**config.mk**
```make
export PLATFORM = sky130hd
export DESIGN_NAME = dmem_arbiter
export DESIGN_NICKNAME = d
export VERILOG_FILES = /design/src/rtl/dmem_arbiter.sv
export SDC_FILE = /design/constraint.sdc
export NUM_CORES = 1
export LEC_CHECK = 0
export ABC_AREA = 1
export CORE_UTILIZATION = 37
export CTS_CLUSTER_DIAMETER = 150
export DETAILED_ROUTE_END_ITERATION = 8
export PLACE_DENSITY = 0.76
export SYNTH_ARGS = -nofsm -noshare
export SYNTH_HDL_FRONTEND = slang
export SYNTH_SLANG_ARGS = --single-unit
export TNS_END_PERCENT = 1
```
**constraint.sdc**
```tcl
create_clock -name clk_i -period 1.54 [get_ports clk_i]
set_input_delay 0.462 -clock clk_i [delete_from_list [all_inputs] [get_ports clk_i]]
set_output_delay 0.462 -clock clk_i [all_outputs]
set_load 0.05 [all_outputs]
```
**src/rtl/dmem_arbiter.sv**
```systemverilog
// Two-requester data-memory arbiter: round-robin on ties, fixed 4-cycle
// transaction (IDLE -> ACCESS -> CAPTURE -> DONE) against a 1-cycle-latency memory.
module dmem_arbiter #(
    parameter int unsigned ADDR_W = 8,
    parameter int unsigned DATA_W = 16
) (
    input  logic              clk_i,
    input  logic              rst_ni,
    input  logic              req0_i,
    input  logic              req1_i,
    input  logic              wr0_i,
    input  logic              wr1_i,
    input  logic [ADDR_W-1:0] addr0_i,
    input  logic [ADDR_W-1:0] addr1_i,
    input  logic [DATA_W-1:0] wdata0_i,
    input  logic [DATA_W-1:0] wdata1_i,
    output logic              gnt0_o,
    output logic              gnt1_o,
    output logic              done0_o,
    output logic              done1_o,
    output logic [DATA_W-1:0] rdata_o,
    output logic [ADDR_W-1:0] d_addr_o,
    output logic              d_wr_o,
    output logic [DATA_W-1:0] d_wdata_o,
    input  logic [DATA_W-1:0] d_rdata_i,
    output logic [7:0]        conflicts_o
);

    typedef enum logic [1:0] {
        IDLE,
        ACCESS,
        CAPTURE,
        DONE
    } state_e;

    state_e            state_q, state_d;
    logic              owner_q, owner_d;
    logic              last_q, last_d;
    logic              wr_q, wr_d;
    logic              gnt0_q, gnt0_d;
    logic              gnt1_q, gnt1_d;
    logic              done0_q, done0_d;
    logic              done1_q, done1_d;
    logic              dwr_q, dwr_d;
    logic [ADDR_W-1:0] daddr_q, daddr_d;
    logic [DATA_W-1:0] dwdata_q, dwdata_d;
    logic [DATA_W-1:0] rdata_q, rdata_d;
    logic [7:0]        conf_q, conf_d;
    logic              win;

    always_ff @(posedge clk_i or negedge rst_ni) begin
        if (!rst_ni) begin
            state_q  <= IDLE;
            owner_q  <= 1'b0;
            last_q   <= 1'b1;
            wr_q     <= 1'b0;
            gnt0_q   <= 1'b0;
            gnt1_q   <= 1'b0;
            done0_q  <= 1'b0;
            done1_q  <= 1'b0;
            dwr_q    <= 1'b0;
            daddr_q  <= '0;
            dwdata_q <= '0;
            rdata_q  <= '0;
            conf_q   <= '0;
        end else begin
            state_q  <= state_d;
            owner_q  <= owner_d;
            last_q   <= last_d;
            wr_q     <= wr_d;
            gnt0_q   <= gnt0_d;
            gnt1_q   <= gnt1_d;
            done0_q  <= done0_d;
            done1_q  <= done1_d;
            dwr_q    <= dwr_d;
            daddr_q  <= daddr_d;
            dwdata_q <= dwdata_d;
            rdata_q  <= rdata_d;
            conf_q   <= conf_d;
        end
    end

    always_comb begin
        state_d  = state_q;
        owner_d  = owner_q;
        last_d   = last_q;
        wr_d     = wr_q;
        gnt0_d   = gnt0_q;
        gnt1_d   = gnt1_q;
        done0_d  = 1'b0;
        done1_d  = 1'b0;
        dwr_d    = 1'b0;
        daddr_d  = daddr_q;
        dwdata_d = dwdata_q;
        rdata_d  = rdata_q;
        conf_d   = conf_q;
        win      = last_q;

        case (state_q)
            IDLE: begin
                if (req0_i && req1_i && (conf_q != 8'hFF)) begin
                    conf_d = conf_q + 8'd1;
                end
                if (req0_i || req1_i) begin
                    // On a tie the requester not served last wins; otherwise the sole requester.
                    win      = (req0_i && req1_i) ? ~last_q : req1_i;
                    state_d  = ACCESS;
                    owner_d  = win;
                    last_d   = win;
                    wr_d     = win ? wr1_i : wr0_i;
                    dwr_d    = win ? wr1_i : wr0_i;
                    daddr_d  = win ? addr1_i : addr0_i;
                    dwdata_d = win ? wdata1_i : wdata0_i;
                    gnt0_d   = ~win;
                    gnt1_d   = win;
                end
            end
            ACCESS: begin
                state_d = CAPTURE;
            end
            CAPTURE: begin
                state_d = DONE;
                done0_d = ~owner_q;
                done1_d = owner_q;
                if (!wr_q) begin
                    rdata_d = d_rdata_i;
                end
            end
            DONE: begin
                state_d = IDLE;
                gnt0_d  = 1'b0;
                gnt1_d  = 1'b0;
            end
            default: begin
                state_d = IDLE;
            end
        endcase
    end

    assign gnt0_o      = gnt0_q;
    assign gnt1_o      = gnt1_q;
    assign done0_o     = done0_q;
    assign done1_o     = done1_q;
    assign rdata_o     = rdata_q;
    assign d_addr_o    = daddr_q;
    assign d_wr_o      = dwr_q;
    assign d_wdata_o   = dwdata_q;
    assign conflicts_o = conf_q;

    a_one_gnt : assert property (@(posedge clk_i) disable iff (!rst_ni) !(gnt0_q && gnt1_q));
    a_one_done : assert property (@(posedge clk_i) disable iff (!rst_ni) !(done0_q && done1_q));
    a_wr_access : assert property (@(posedge clk_i) disable iff (!rst_ni) dwr_q |-> (state_q == ACCESS));
    a_done_state : assert property (@(posedge clk_i) disable iff (!rst_ni)
                                    (done0_q || done1_q) |-> (state_q == DONE));

endmodule

```
==> flow_metrics.py <==
metrics = {
    "layout": {
        "fin_cells": 517,
        "drive_above_1_share": 0.295,
        "design_area_sq_mm": 0.00485,
        "num_antenna_cells": 0,
        "syn_to_final_growth_pct": 82.7,
        "nets": 492,
        "n_fill_cell": 496,
    },
    "sta": {
        "clock_skew_ns": 0.00671,
        "finalCritPeriodShare": 0.985,
        "hold_viol": 0,
        "rsz0062_at_grt": "true",
        "tightest_slew_ns": 0.392,
        "slew_headroom": 0.739,
        "post-route-min-period_ns": 1.52,
        "slew_violations": 0,
        "max_freq_mhz": 659,
        "setup_violations": 0,
    },
    "floorplanning": {
        "ios": 123,
        "rows": 30,
        "die_x_um": 86.7,
        "dieArea_sq_mm": 0.00751,
        "start_util": 0.386,
        "core_sq_mm": 0.00687,
        "die_h_um": 86.7,
    },
    "clocking": {
        "cts_max_level": 3,
        "numCtsBuffers": 9,
        "clk_pin_slew_ns": 0.06,
        "clock-sinks": 58,
        "cts_max_path_buffers": 2,
        "cts_hold_buffers": 0,
        "clock_latency_ns": 0.33,
        "cts_tree": "done",
        "clockRootBuffer": "clkbuf_8",
    },
    "drt": {
        "post-route-drc-count": 0,
        "postRouteAntennaNets": 0,
        "wl_per_cell_um": 14.1,
        "firstDrtPassIters": 6,
        "drt_iter0_drc": 122,
        "via_per_inst": 4.78,
        "drt-total-wl_mm": 7.31,
        "via_count": 2471,
    },
    "power": {
        "powerDensity_mw_per_mm2": 2320,
        "leakagePower_nw": 2.15,
        "p_total_mw": 11.2,
        "vdd.ir_drop.worst_mv": 1.40,
    },
    "setup_path": {
        "start_kind": "flop",
        "worstPathCellList": "buf_4, buf_12",
        "cp_data_arrival_time_ns": 1.06,
        "slowest_stage": "dfrtp_2",
        "rrSetupSlack_ns": 0.11,
        "crit_type": "flop to output pin",
        "worst-path-max-fanout": 4,
        "critical-path-max-stage-delay_ns": 0.43,
        "crit_required_ns": 1.08,
        "crit_family": "flip-flops",
        "worst-path-buf-inv": 2,
        "end_kind": "output pin",
    },
    "placement": {
        "dpl.hpwl_mm": 5.28,
        "gp_congestion": 0.761,
        "dp.cells": 500,
        "postPlaceCellArea_sq_mm": 0.00463,
        "portBuffers": 122,
    },
    "grt": {
        "grt_max_degree": 45,
        "antenna_found_initial": 0,
        "grt_pass1_wl_mm": 12.0,
        "grt_pass1_vias": 2527,
        "gr-usage-all-layers": 0.212,
        "grt_overflow_total": 0,
    },
    "worst_hold_path": {
        "hp-class": "primary input to asynchronous set/reset pin",
    },
    "logic_synthesis": {
        "ys_seq_elements": 58,
        "avgSynthCellArea_sq_um": 9.58,
        "syn-num-nets": 352,
        "yosys_warnings": 0,
        "netlist_instances": 277,
        "seq_area_frac_synth": 0.548,
        "synth_cell_type_count": 27,
        "netlist_area_sq_mm": 0.00265,
    },
    "job": {
        "cap_violations": 0,
    },
    "run_status": {
        "status": "finished, final reports clean",
    },
}
-- registers in the layout, indices dropped and copies added, names as in the netlist --
| signal | flops |
|---|---|
| gnt0_o | 1 |
| state_q | 2 |
| d_addr_o | 8 |
| d_wr_o | 1 |
| rdata_o | 16 |
| wr_q | 1 |
| conflicts_o | 8 |
| done1_o | 1 |
| last_q | 1 |
| owner_q | 1 |
| gnt1_o | 1 |
| done0_o | 1 |
| d_wdata_o | 16 |
-- through the flow --
| step | setup TNS, ns | hold slack (ns) | util | setup slack [ns] |
|---|---|---|---|---|
| 2_1_floorplan | 0 | 0.166 | - | 0.0850 |
| 5_1_grt | -0.127 | 0.147 | 0.705 | -0.0715 |
| 4_1_cts | 0 | 0.132 | 0.700 | 0.0382 |
| 3_3_place_gp | -7.11 | 0.443 | 0.674 | -0.289 |
| 3_5_place_dp | -8.73 | 0.456 | 0.674 | -0.374 |
| 6_report | 0 | 0.131 | 0.705 | 0.0224 |
-- cell usage in the layout (no fill, tap or decap), drive strengths merged --
master | Yosys | layout
o21ai | 58 | 58
clkinv | 1 | 4
inv | 15 | 15
xor2 | 2 | 2
nand3b | 1 | 1
mux2 | 16 | 16
nor2 | 35 | 36
nand3 | 6 | 6
dfstp | 1 | 1
buf | 10 | 70
o22ai | 2 | 2
dfrtp | 57 | 57
nand2 | 65 | 65
nand4 | 2 | 2
clkbuf | 0 | 12
clkdlybuf4s50 | 0 | 68
ha | 5 | 5
xnor2 | 1 | 1
-- cells in the mapped netlist --
| library cell | n | share of area |
|---|---|---|
| nand2_1 | 62 | 0.088 |
| dfrtp_1 | 57 | 0.54 |
| o21ai_1 | 34 | 0.064 |
| nor2_1 | 32 | 0.045 |
| mux2_2 | 16 | 0.068 |
| o21ai_0 | 15 | 0.028 |
| inv_1 | 13 | 0.018 |
| o21ai_2 | 9 | 0.030 |
| buf_2 | 6 | 0.011 |
| ha_1 | 5 | 0.024 |
| nand3_1 | 5 | 0.0094 |
| buf_4 | 2 | 0.0057 |
| buf_6 | 2 | 0.0085 |
| nand2_2 | 2 | 0.0047 |
| nand4_1 | 2 | 0.0047 |
| nor2_2 | 2 | 0.0047 |
| o22ai_1 | 2 | 0.0047 |
| xor2_1 | 2 | 0.0066 |
| clkinv_1 | 1 | 0.0014 |
| dfstp_2 | 1 | 0.0099 |
| inv_2 | 1 | 0.0014 |
| inv_4 | 1 | 0.0024 |
| nand2_4 | 1 | 0.0042 |
| nand3_2 | 1 | 0.0038 |
| nand3b_1 | 1 | 0.0028 |
| nor2_8 | 1 | 0.0075 |
| xnor2_1 | 1 | 0.0033 |
-- kinds of logic (layout without fill, tap and decap cells) --
family	after synthesis	in the layout	share of synthesized area
adder cells (fa/ha/maj)	5	5	0.0236
XOR/XNOR	3	3	0.00991
multiplexers	16	16	0.0679
flip-flops	58	58	0.548
buffers and inverters	26	169	0.0491
AND/OR/NAND/NOR	109	110	0.175
AO/OA/AOI/OAI	60	60	0.127
-- timing repair --
item | 4_1_cts | 5_1_grt
setup buffers | 0 | 1
resized for setup | 0 | 3
gates cloned | 1 | 0
endpoints found under the setup margin | 1 | 22
pin swaps | 1 | 1
-- routing by layer --
layer | track usage | up-vias | share of wire
met5 | 0 | - | 0
met4 | 0.0909 | 0 | 0.019
met3 | 0.0552 | 13 | 0.066
met2 | 0.369 | 95 | 0.51
met1 | 0.246 | 1174 | 0.41
li1 | - | 1189 | -
-- power breakdown --
group | internal, mW | switching (mW) | leakage [nW]
Sequential | 2.25 | 0.754 | 0.709
Combinational | 3.42 | 3.61 | 1.34
Clock | 0.654 | 0.557 | 0.0920
Total | 6.33 | 4.92 | 2.15
-- worst paths after layout --
| check | start | end | depth (start not counted) |
|---|---|---|---|
| max in group asynchronous | rst_ni | last_q$_DFFE_PN1P_ | 2 |
| max reg2reg | state_q[1]$_DFFE_PN0P_ | d_addr_o[0]$_DFFE_PN0P_ | 7 |
| min | rst_ni | rdata_o[11]$_DFFE_PN0P_ | 2 |
| min in group clk_i | owner_q$_DFFE_PN0P_ | done0_o$_DFF_PN0_ | 1 |
| min reg2reg | owner_q$_DFFE_PN0P_ | done0_o$_DFF_PN0_ | 1 |
| max | conflicts_o[0]$_DFFE_PN0P_ | conflicts_o[0] | 2 |
-- layout make-up --
cell class              count  area, sq um  area share
multi-input cells         194         1100       0.226
inverters                  16         62.6      0.0129
repair buffers            138         1940       0.401
clock inverters             3         15.0     0.00310
clock buffers              12          155      0.0320
well taps                  96          120      0.0248
flip-flops and latches     58         1460       0.300
(Power assumes the default switching activity.)
